===== src/rtl/gru_cand_preact.sv =====
// -----------------------------------------------------------------------------
// gru_cand_preact
//
// Purpose:
//   Computes the GRU candidate pre-activation th = sum(w[i]*x[i]) + bias over
//   N_TERMS streamed sign-magnitude Q3.12 operand pairs. It then hands th to
//   the downstream tanh stage. The block launches tanh with a one-cycle
//   cs_tanh strobe and holds th stable while tanh works. It pulses done once
//   tanh has gone busy and then returned to ready.
//
// Ports:
//   clk       in   rising-edge clock
//   rst       in   asynchronous, active-low reset
//   start     in   begin a new pre-activation (sampled only when idle)
//   bias      in   sign-magnitude Q3.12 bias, latched on accepted start
//   in_valid  in   w_in/x_in carry a valid pair this cycle
//   in_ready  out  block accepts a pair this cycle
//   w_in      in   weight, sign-magnitude Q3.12
//   x_in      in   input/hidden element, sign-magnitude Q3.12
//   th        out  pre-activation to tanh, sign-magnitude Q3.12
//   cs_tanh   out  one-cycle launch strobe to the tanh stage
//   rdy_t     in   tanh ready: high when idle/done, low while busy
//   busy      out  high whenever the block is not idle
//   done      out  one-cycle pulse once tanh has finished with th
// -----------------------------------------------------------------------------
module gru_cand_preact #(
  parameter int N_TERMS = 8,
  parameter int DW      = 16,
  parameter int FRAC    = 12,
  parameter int ACC_W   = 40
) (
  input  logic          clk,
  input  logic          rst,
  input  logic          start,
  input  logic [DW-1:0] bias,
  input  logic          in_valid,
  output logic          in_ready,
  input  logic [DW-1:0] w_in,
  input  logic [DW-1:0] x_in,
  output logic [DW-1:0] th,
  output logic          cs_tanh,
  input  logic          rdy_t,
  output logic          busy,
  output logic          done
);

  // Magnitude width of one operand and of one full-precision product.
  localparam int MW    = DW - 1;
  localparam int PW    = 2 * MW;
  localparam int CNT_W = $clog2(N_TERMS + 1);
  localparam logic [CNT_W-1:0] LAST = CNT_W'(N_TERMS - 1);

  typedef enum logic [2:0] {
    S_IDLE,
    S_MAC,
    S_NORM,
    S_ISSUE,
    S_WAIT_LO,
    S_WAIT_HI
  } state_t;

  state_t             r_state;
  state_t             w_next;
  logic [ACC_W-1:0]   r_acc;
  logic [CNT_W-1:0]   r_cnt;
  logic [DW-1:0]      r_th;

  logic [PW-1:0]      w_prod_mag;
  logic [ACC_W-1:0]   w_prod_ext;
  logic [ACC_W-1:0]   w_prod_term;
  logic [ACC_W-1:0]   w_bias_ext;
  logic [ACC_W-1:0]   w_bias_term;
  logic [ACC_W-1:0]   w_abs;
  logic [ACC_W-1:0]   w_shift;
  logic [MW-1:0]      w_mag;
  logic [DW-1:0]      w_th_next;

  // Sign-magnitude operands are converted to two's complement before they
  // reach the accumulator. Both the product and the bias are aligned to
  // 2*FRAC fractional bits. A negative-zero operand therefore adds nothing.
  assign w_prod_mag  = PW'(w_in[MW-1:0]) * PW'(x_in[MW-1:0]);
  assign w_prod_ext  = ACC_W'(w_prod_mag);
  assign w_prod_term = (w_in[DW-1] ^ x_in[DW-1]) ? (~w_prod_ext + 1'b1) : w_prod_ext;
  assign w_bias_ext  = ACC_W'(bias[MW-1:0]) << FRAC;
  assign w_bias_term = bias[DW-1] ? (~w_bias_ext + 1'b1) : w_bias_ext;

  // Normalisation works on the absolute value, so the right shift truncates
  // toward zero for both signs. An oversized result saturates the magnitude.
  // A zero magnitude is forced to +0 so the tanh stage never sees 0x8000.
  assign w_abs     = r_acc[ACC_W-1] ? (~r_acc + 1'b1) : r_acc;
  assign w_shift   = w_abs >> FRAC;
  assign w_mag     = (w_shift > ACC_W'({MW{1'b1}})) ? {MW{1'b1}} : w_shift[MW-1:0];
  assign w_th_next = (w_mag == '0) ? '0 : {r_acc[ACC_W-1], w_mag};

  assign th = r_th;

  // State register plus datapath registers. A reset clears everything
  // immediately and abandons any operation in flight.
  always_ff @(posedge clk or negedge rst) begin
    if (!rst) begin
      r_state <= S_IDLE;
      r_acc   <= '0;
      r_cnt   <= '0;
      r_th    <= '0;
    end else begin
      r_state <= w_next;
      case (r_state)
        S_IDLE: begin
          if (start) begin
            r_acc <= w_bias_term;
            r_cnt <= '0;
          end
        end
        S_MAC: begin
          if (in_valid) begin
            r_acc <= r_acc + w_prod_term;
            r_cnt <= r_cnt + CNT_W'(1);
          end
        end
        S_NORM: begin
          r_th <= w_th_next;
        end
        default: begin
        end
      endcase
    end
  end

  // Next-state and output decode. done is taken from rdy_t in WAIT_HI so that
  // it fires in the same cycle as the return to idle. It therefore can never
  // coincide with cs_tanh, which is raised only in ISSUE.
  always_comb begin
    w_next   = r_state;
    in_ready = 1'b0;
    cs_tanh  = 1'b0;
    busy     = 1'b1;
    done     = 1'b0;
    case (r_state)
      S_IDLE: begin
        busy = 1'b0;
        if (start) w_next = S_MAC;
      end
      S_MAC: begin
        in_ready = 1'b1;
        if (in_valid && (r_cnt == LAST)) w_next = S_NORM;
      end
      S_NORM: begin
        w_next = S_ISSUE;
      end
      S_ISSUE: begin
        cs_tanh = 1'b1;
        w_next  = S_WAIT_LO;
      end
      S_WAIT_LO: begin
        if (!rdy_t) w_next = S_WAIT_HI;
      end
      S_WAIT_HI: begin
        if (rdy_t) begin
          done   = 1'b1;
          w_next = S_IDLE;
        end
      end
      default: begin
        w_next = S_IDLE;
      end
    endcase
  end

endmodule

===== config.mk =====
export PLATFORM = sky130hd
export DESIGN_NAME = gru_cand_preact
export DESIGN_NICKNAME = d
export VERILOG_FILES = /design/src/rtl/gru_cand_preact.sv
export SDC_FILE = /design/constraint.sdc
export NUM_CORES = 1
export LEC_CHECK = 0
export ABC_AREA = 1
export CAP_MARGIN = 20
export CORE_MARGIN = 5
export CORE_UTILIZATION = 40
export DETAILED_ROUTE_END_ITERATION = 7
export SLEW_MARGIN = 20
export SYNTH_ARGS = -nofsm -noshare
export SYNTH_HDL_FRONTEND = slang
export SYNTH_SLANG_ARGS = --single-unit

===== constraint.sdc =====
create_clock -name clk -period 2.85 [get_ports clk]
set_input_delay 0.285 -clock clk [delete_from_list [all_inputs] [get_ports clk]]
set_output_delay 0.285 -clock clk [all_outputs]
set_load 0.02 [all_outputs]

==> impl_metrics.toml <==
[finish]
fin_util = 0.615
nets = 3276
nFillCells = 3365
drive_gt1_frac = 0.356
final_cell_mix = "nand2_1 (566), inv_1 (497), buf_4 (402)"
antenna_cells = 0
final_common_cell = "nand2_1"
syn_to_final_growth_pct = 51.6
design_area_mm2 = 0.0239

[floorplan]
die_w_um = 209
fp-row-count = 72
start_util = 0.406
core-area_mm2 = 0.0388
die_height_um = 209
die_area_mm2 = 0.0435
num_io_pins = 73

[sta]
rsz0062_at_grt = "true"
setup_viol = 37
worst_pin_slew_ns = 0.776
max_slew_margin = 0.483
timing.final.ws_setup_ns = -4.54
maxSlewViolCount = 0
finalCriticalPeriod_ns = 7.39
max_freq_ghz = 0.135
hold_viol = 0
finalClockSkew_ns = 0.00882
finalCritPeriodShare = 2.59

[yosys]
netlist_instances = 2404
synth-edff-count = 0
synthesis.nets = 2761
yosys_warnings = 0
ys_async_sr_fraction = 1.00
seq_area_frac_synth = 0.100
synth_flop_cell = "dfrtp_1"
syn-cell-area_mm2 = 0.0158
synth.avg_cell_area_um2 = 6.56
ys_types = 56
synth_seq_cells = 63

[setup_path]
cp-start-kind = "input port"
cp-end-kind = "flop"
cp.arrival_ns = 7.63
crit_buf_inv = 12
crit_path_max_fanout = 5
timing_worst_setup_path_type = "in2reg"
cpMostUsedCell = "fa_1"
r2r_cells = 15
cpMaxStageDelayCell = "fa_1"
r2r_setup_slack_ns = 0.15
slowest_delay_ns = 0.55
crit_required_ns = 3.08
critPathTopFamily = "adder cells"
r2r-end = "r_acc[28]"
worstReg2RegStart = "r_acc[0]"

[clock_tree]
cts_buffer_depth = 2
cts.hold.buffers_added = 0
clk_latency_ns = 0.35
cts_tree = "yes"
root_buffer = "clkbuf_16"
clkSlewWorstSetupHoldPaths_ns = 0.06
cts_buffers = 9
clock_sinks = 63
htree_levels = 3

[global_route]
grt-ovfl-total = 0
first_global_vias = 17100
grt_max_degree = 39
grt_pass1_wl_mm = 89.3
grt_use_total = 0.251
antenna_found_initial = 0

[place]
dpl_cell_area_mm2 = 0.0206
dp.final_hpwl_mm = 45.1
finalWeightedCongestion = 0.988
port-buffer-count = 72

[outcome]
violations = "setup timing"
status = "complete, but fails checks"

[drt]
vias_per_cell = 5.02
wirelength_mm = 56.2
num_vias = 17300
drc_errors = 0
dr.pass1.iters = 6
drt_iter0_markers = 1156
post_drt_wl_per_cell_um = 16.3
drt.antenna.violating_nets = 0

[worst_hold_path]
hold_class = "in2async"

[job]
max_cap_viol_count = 0
-- synth_stat cells, types with 2 or more instances --
master,count,share of area
xor2_1,53,0.029
nand3_1,103,0.033
o31ai_1,3,0.0014
nand3_2,7,0.0044
nand2_2,14,0.0056
a21o_1,14,0.0067
a22oi_1,8,0.0038
dfrtp_1,63,0.10
ha_1,136,0.11
nor2_2,15,0.0060
o21ai_0,75,0.024
a21oi_1,101,0.032
o21ai_1,2,0.00063
clkbuf_1,45,0.011
o21ai_2,2,0.0011
o221ai_1,6,0.0033
inv_1,575,0.14
nand2_4,3,0.0021
inv_2,12,0.0029
nor3_2,3,0.0019
buf_6,2,0.0014
a221oi_1,3,0.0017
o21bai_1,6,0.0029
o211ai_1,4,0.0019
o22ai_1,5,0.0020
a31oi_1,21,0.0083
nor4_1,11,0.0044
a21oi_2,2,0.0011
and3_1,2,0.00079
a21boi_0,2,0.00095
o21a_1,7,0.0033
nand2_1,663,0.16
nand3b_1,10,0.0048
nor3_1,25,0.0079
or2_2,10,0.0040
buf_2,5,0.0016
fa_1,168,0.21
nor2_1,158,0.038
nand3_4,2,0.0022
nand4_1,28,0.011
xnor2_1,14,0.0078
nor2_4,2,0.0014
-- metal layers --
| metal | routed length, µm | global-route usage | vias to the layer above |
|---|---|---|---|
| met5 | 0 | 0 | - |
| met4 | 963 | 0.0428 | 0 |
| met3 | 3470 | 0.0419 | 71 |
| met2 | 25600 | 0.394 | 496 |
| met1 | 26200 | 0.370 | 8334 |
| li1 | - | - | 8371 |
-- registers in the layout, summed over array words and instances, names as in the netlist --
| signal | cells |
|---|---|
| r_cnt | 4 |
| r_state | 3 |
| th | 16 |
| r_acc | 40 |
-- final cells by class --
cell class	count	area (µm²)	area share
multi-input combinational	1700	14500	0.605
timing repair buffer	557	4650	0.194
inverter	588	2220	0.0928
sequential	63	1580	0.0660
tap	518	648	0.0271
clock buffer	11	243	0.0102
clock inverter	5	105	0.00440
-- metrics by stage --
step	setup WS, ns	hold slack (ns)	std cells	setup TNS (ns)
after global routing	-4.87	0.0511	3442	-149.04
final	-4.54	0.0160	3442	-139.58
after floorplan	-4.15	-0.0106	2404	-118.73
after CTS	-4.45	0.0244	3417	-135.08
after global placement	-5.54	0.393	3335	-170.83
after detailed placement	-5.66	0.391	3335	-174.39
-- worst reg2reg max path: cells and delay by family (launching register included) --
kind,cells,cell delay [ns]
buf+inv,2,0.14
fa+ha+maj,2,0.60
flops,1,0.35
compound gates,7,1.17
simple gates,4,0.36
-- what timing repair did --
action	4_1_cts	5_1_grt
pin swaps	194	98
gates resized for setup	504	185
cloned	3	0
setup buffers	71	31
hold endpoints to repair	0	0
setup endpoints to repair	38	49
-- kinds of logic after synthesis --
family,Yosys count,share of synthesized area
simple gates,1062,0.288
buf+inv,641,0.154
fa+ha+maj,304,0.321
compound gates,265,0.0974
xor+xnor,69,0.0393
flops,63,0.100
-- how the worst max path moves through the flow --
stage	start	endpoint	slack (ns)	cells past startpoint
3_3_place_gp	w_in[5]	r_acc[33]	-5.54	42
2_1_floorplan	w_in[8]	r_acc[38]	-4.15	41
4_1_cts	x_in[5]	r_acc[38]	-4.45	43
6_report	x_in[5]	r_acc[38]	-4.54	42
5_1_grt	x_in[5]	r_acc[33]	-4.87	47
3_5_place_dp	w_in[9]	r_acc[35]	-5.66	45
Power is left out: the tool's default activity adds up to more than one toggle a clock period on the data nets, which glitch-free logic cannot reach.
